[src/rtl/insulin_dose_controller.sv]
// Glucose-path decision stage: averages glycemic index samples over a fixed window,
// then either runs a timed insulin pump pulse with lockout or raises a sticky low alarm.
module insulin_dose_controller #(
  parameter int unsigned WINDOW          = 4,
  parameter int unsigned HIGH_TH         = 9,
  parameter int unsigned LOW_TH          = 3,
  parameter int unsigned DOSE_CYCLES     = 8,
  parameter int unsigned COOLDOWN_CYCLES = 16
) (
  input  logic       clk,
  input  logic       rst_n,
  input  logic       sampleValid,
  input  logic [3:0] glycemicIndex,
  input  logic       alarmAck,
  output logic       sampleReady,
  output logic [3:0] averageIndex,
  output logic       avgValid,
  output logic       pumpOn,
  output logic       alarmLow,
  output logic [7:0] doseCount,
  output logic [7:0] droppedCount
);

  localparam int unsigned LOG_W = $clog2(WINDOW);
  localparam int unsigned SUM_W = 4 + LOG_W;
  localparam int unsigned CNT_W = LOG_W;
  localparam int unsigned TMR_W = 8;

  localparam logic [CNT_W-1:0] CNT_LAST  = CNT_W'(WINDOW - 1);
  localparam logic [TMR_W-1:0] DOSE_LOAD = TMR_W'(DOSE_CYCLES - 1);
  localparam logic [TMR_W-1:0] COOL_LOAD = TMR_W'(COOLDOWN_CYCLES - 1);
  localparam logic [3:0]       HIGH_AVG  = 4'(HIGH_TH);
  localparam logic [3:0]       LOW_AVG   = 4'(LOW_TH);
  localparam logic [7:0]       SAT_MAX   = 8'hFF;

  typedef enum logic [1:0] {
    ACCUM = 2'd0,
    DOSE  = 2'd1,
    COOL  = 2'd2
  } state_t;

  state_t             state, state_n;
  logic [SUM_W-1:0]   sum, sum_n;
  logic [CNT_W-1:0]   cnt, cnt_n;
  logic [TMR_W-1:0]   timer, timer_n;
  logic [3:0]         avg_n;
  logic               avg_valid_n;
  logic               ready_n;
  logic               pump_n;
  logic               alarm_n;
  logic [7:0]         dose_n;
  logic [7:0]         drop_n;

  logic [SUM_W-1:0]   win_sum_c;
  logic [3:0]         win_avg_c;
  logic               accept_c;
  logic               win_done_c;

  // Window arithmetic; the accumulator width guarantees no overflow for a full window.
  always_comb begin
    win_sum_c  = sum + SUM_W'(glycemicIndex);
    win_avg_c  = 4'(win_sum_c >> LOG_W);
    accept_c   = (state == ACCUM) && sampleValid;
    win_done_c = accept_c && (cnt == CNT_LAST);
  end

  // Next-state and next-output logic.
  always_comb begin
    state_n     = state;
    sum_n       = sum;
    cnt_n       = cnt;
    timer_n     = timer;
    avg_n       = averageIndex;
    avg_valid_n = 1'b0;
    alarm_n     = alarmLow & ~alarmAck;
    dose_n      = doseCount;
    drop_n      = droppedCount;

    if (sampleValid && (state != ACCUM) && (droppedCount != SAT_MAX)) begin
      drop_n = droppedCount + 8'd1;
    end

    case (state)
      ACCUM: begin
        if (win_done_c) begin
          sum_n       = '0;
          cnt_n       = '0;
          avg_n       = win_avg_c;
          avg_valid_n = 1'b1;
          if (win_avg_c >= HIGH_AVG) begin
            state_n = DOSE;
            timer_n = DOSE_LOAD;
          end else if (win_avg_c <= LOW_AVG) begin
            alarm_n = 1'b1;
          end
        end else if (accept_c) begin
          sum_n = win_sum_c;
          cnt_n = CNT_W'(cnt + 1'b1);
        end
      end
      DOSE: begin
        if (timer == '0) begin
          state_n = COOL;
          timer_n = COOL_LOAD;
          if (doseCount != SAT_MAX) begin
            dose_n = doseCount + 8'd1;
          end
        end else begin
          timer_n = timer - 1'b1;
        end
      end
      COOL: begin
        if (timer == '0) begin
          state_n = ACCUM;
        end else begin
          timer_n = timer - 1'b1;
        end
      end
      default: begin
        state_n = ACCUM;
        timer_n = '0;
        sum_n   = '0;
        cnt_n   = '0;
      end
    endcase

    // Ready and pump are registered copies of the state being entered.
    ready_n = (state_n == ACCUM);
    pump_n  = (state_n == DOSE);
  end

  // State and output registers; reset drops the pump without waiting for a clock.
  always_ff @(posedge clk or negedge rst_n) begin
    if (!rst_n) begin
      state        <= ACCUM;
      sum          <= '0;
      cnt          <= '0;
      timer        <= '0;
      sampleReady  <= 1'b1;
      averageIndex <= '0;
      avgValid     <= 1'b0;
      pumpOn       <= 1'b0;
      alarmLow     <= 1'b0;
      doseCount    <= '0;
      droppedCount <= '0;
    end else begin
      state        <= state_n;
      sum          <= sum_n;
      cnt          <= cnt_n;
      timer        <= timer_n;
      sampleReady  <= ready_n;
      averageIndex <= avg_n;
      avgValid     <= avg_valid_n;
      pumpOn       <= pump_n;
      alarmLow     <= alarm_n;
      doseCount    <= dose_n;
      droppedCount <= drop_n;
    end
  end

endmodule

[config.mk]
export PLATFORM = sky130hd
export DESIGN_NAME = insulin_dose_controller
export DESIGN_NICKNAME = d
export VERILOG_FILES = /design/src/rtl/insulin_dose_controller.sv
export SDC_FILE = /design/constraint.sdc
export NUM_CORES = 1
export LEC_CHECK = 0
export ABC_CLOCK_PERIOD_IN_PS = 6250
export CAP_MARGIN = 20
export CELL_PAD_IN_SITES_DETAIL_PLACEMENT = 0
export CELL_PAD_IN_SITES_GLOBAL_PLACEMENT = 1
export CORE_ASPECT_RATIO = 1.25
export CORE_MARGIN = 1
export CORE_UTILIZATION = 34
export CTS_BUF_LIST = sky130_fd_sc_hd__clkbuf_4
export CTS_CLUSTER_SIZE = 25
export DETAILED_ROUTE_END_ITERATION = 7
export PLACE_DENSITY_LB_ADDON = 0.12
export SLEW_MARGIN = 20
export SYNTH_ARGS = -nofsm -noshare
export SYNTH_HDL_FRONTEND = slang
export SYNTH_SLANG_ARGS = --single-unit
[constraint.sdc]
create_clock -name clk -period 6.25 [get_ports clk]
set_input_delay 0.9375 -clock clk [delete_from_list [all_inputs] [get_ports clk]]
set_output_delay 0.9375 -clock clk [all_outputs]
set_load 0.05 [all_outputs]
==> results by group <==
Timing
  • Setup ws final: 3.31 ns
  • Worst Clk Skew: between 0.009 and 0.01 ns
  • Final setup vio count: 0
  • Slew margin rel.: 0.376
  • Max-slew violations: 0
  • Setup TNS: 0 ns
  • Fmax: approximately 340 MHz
  • Hold slack: 0.488 ns
  • Tcrit/Tclk final: 0.470
  • Hold Fails Final Rpt: 0
  • Min cycle time layout: 2.94 ns
  • Setup repair after global routing missed its margin: no
  • Slew @ Worst Pin: 0.936 ns

Clocking
  • Maximum root-to-sink buffer count: 2
  • CTS tree: built
  • Post-CTS sizing: 0
  • TritonCTS Sinks: 42
  • Post-CTS Hold Fix Bufs: 0
  • TritonCTS Buffers: 5
  • Root Buffer: clkbuf_4
  • Post CTS Setup Buffer Count: 0
  • Clk_lat worst skew: 0.35 ns
  • Clock transition at the registers of the reported paths: approximately 0.13 ns
  • H-Tree Depth: 2

Drt
  • ANT nets after route: 0
  • Drt first-iter violations: 60
  • Via/cell ratio: slightly above 5
  • Drt wl/cell: around 14 um
  • Initial DRT Pass Iterations: 4
  • Via count: 1744
  • Final wirelength: 4.73 mm
  • Post-route DRC: 0

Floorplanning
  • I/O pin total: 32
  • Die Y: between 90 and 100 um
  • Row cnt: 33
  • Core area: 6610 um^2
  • Die footprint: 7190 um^2
  • Initial Util: 0.353
  • Die W: approximately 76 um

Setup path
  • Setup CP Type: in2reg
  • Critical Path End Type: register
  • CP bufs+invs: 1
  • Data arrival, critical path: 3.20 ns
  • Cell Chain, Critical Path: clkdlybuf4s50_1, ha_1, a21oi_1, o2bb2ai_1, xor2_2, o311a_1, o211ai_2, o41ai_1
  • R2R cell count: 7
  • Cell family with most CP delay: compound AO/OA/AOI/OAI gates
  • Worst path depth: 8
  • CP required: between 6 and 7 ns
  • Startpoint types: input pin
  • CP max stage cell: clkdlybuf4s50_1
  • CP max stage delay: approximately 0.42 ns
  • Max FO, Critical Path: 5

Finish
  • ANT cells: 0
  • Fin cells: 347
  • Layout area overhead: 19.6%
  • Footprint of the multi-input gates: 1190 um^2
  • Sequential cell area: roughly 1100 um^2
  • Fillers: between 600 and 700
  • Nets: 280
  • Finished Cell Area: between 2000 and 3000 um^2
  • Layout cell share with drive strength beyond 1: 0.0962

Synthesis
  • Post-synth ARST share: 1.00
  • Netlist cell types: 52
  • Synthesized Nets: 246
  • Largest family of logic cells by synthesized area: compound AO/OA/AOI/OAI gates
  • Cells after synthesis: 225
  • Seq/Total Area, Yosys: 0.451
  • Compound-Gate Fraction of Synth Area: 0.199
  • Xor and xnor area share after synthesis: 0.0746
  • Primary FF master, synth: dfrtp_1
  • Simple-gate portion of the synthesized area: 0.147
  • Post-synthesis mux area share: 0.0177
  • Post-Syn Area per Cell: 10.4 um^2
  • Synth Cell Area: around 2300 um^2
  • Synth warn: 0
  • Post-synthesis adder-cell area fraction: 0.0730
  • EDFF count, synth: 0
  • #FFs+latches synth: 42

Status
  • Status: complete, no violations

Power
  • Worst VDD drop: roughly 0.00026 V
  • Pleak: 1.24 nW
  • Pwr per Cell Area: 426 nW/um^2

Global route
  • Largest net degree at the start of global routing: 43
  • Vias in the first global route: 1730
  • Total track usage: 0.144
  • Initial antenna violation count: 0
  • Grt ovf: 0
  • First-pass GRT wire length: 8.16 mm

Place
  • Placed inst area: roughly 2700 um^2
  • IO Port Bufs: 31
  • Placed Cells: 339
  • GP Congestion: 0.722
  • Pre-CTS setup slack: 2.89 ns
  • Detailed Place HPWL: 3.32 mm

Worst hold path
  • WHS Path Cells: 2
  • HP Class: reg2reg

Job
  • Max Cap Viol: 0
## routing by layer
| metal | GRT usage | up-vias | share of wire |
|---|---|---|---|
| li1 | - | 872 | - |
| met1 | 0.181 | 836 | 0.48 |
| met2 | 0.245 | 31 | 0.47 |
| met3 | 0.0348 | 5 | 0.042 |
| met4 | 0.0481 | 0 | 0.013 |
| met5 | 0 | - | 0 |
## cell usage in the layout (no fill, tap or decap), types with 4 or more instances in the layout
master           instances
xnor2_1                 14
nor2_1                  14
clkdlybuf4s50_1         30
clkbuf_4                 5
o21ai_0                 10
a22o_1                   7
o22ai_1                  7
nand2_1                 22
and3_1                   6
nand4_1                  5
ha_1                    12
inv_1                   19
a21oi_1                  9
dfrtp_1                 41
xor2_1                   4
## per-stage QoR
stage,power [mW],util
after floorplan,0.893,-
after global placement,1.06,0.413
after detailed placement,1.06,0.413
after CTS,1.21,0.422
after global routing,1.29,0.422
final,1.19,0.422
## layout make-up
cell class                      instances  share of cell area
Clock buffer                            5              0.0135
Clock inverter                          3             0.00763
Inverter                               19              0.0256
Multi-Input combinational cell        160               0.428
Sequential cell                        42               0.377
Tap cell                               87              0.0390
Timing Repair Buffer                   31               0.109
## power breakdown
part | switching, mW | internal, mW
registers | 0.0820 | 0.354
logic | 0.377 | 0.237
clock network | 0.0940 | 0.0439
total | 0.553 | 0.635
## registers in the layout, summed over array words and instances, names as in the netlist
signal        cells
doseCount         8
droppedCount      8
timer             8
sum               6
averageIndex      4
cnt               2
state             2
alarmLow          1
avgValid          1
pumpOn            1
sampleReady       1
## worst min-delay path: stages, from the launching register on
cell	delay (ns)
dfrtp_1	0.36
nand2_1	0.04
o21ai_0	0.06
## worst paths after layout
| check | start | endpoint | slack (ns) |
|---|---|---|---|
| max | glycemicIndex[3] | timer[7] | 3.31 |
| min | averageIndex[2] | averageIndex[2] | 0.49 |
| max reg2reg | state[1] | timer[7] | 3.67 |
| min reg2reg | averageIndex[2] | averageIndex[2] | 0.49 |
| max in group asynchronous | rst_n | timer[1] | 4.96 |
| min in group asynchronous | rst_n | avgValid | 0.71 |
## synthesized netlist by cell type (2+ instances only)
master	n	share of area
or3b_2	3	0.011
ha_1	12	0.064
mux2i_1	3	0.013
a31oi_1	2	0.0054
nand3_1	3	0.0064
o22ai_1	7	0.019
a32oi_1	2	0.0075
o21ai_0	10	0.021
a22o_1	7	0.026
o21bai_1	2	0.0064
a22oi_1	2	0.0064
dfrtp_1	41	0.44
or2_2	2	0.0054
a221o_1	2	0.0086
a21oi_1	9	0.019
inv_1	19	0.031
clkbuf_1	4	0.0064
xnor2_1	14	0.053
xor2_1	4	0.015
and3_1	6	0.016
nand2_1	22	0.035
nand4_1	5	0.013
nor2_1	14	0.023
nor2b_1	2	0.0054
## cell families after synthesis
family | Yosys count
simple gates | 64
buf+inv | 23
mux | 4
compound gates | 60
fa+ha+maj | 13
xor+xnor | 19
flops | 42
Note: power is estimated with default switching activity, not from simulation.
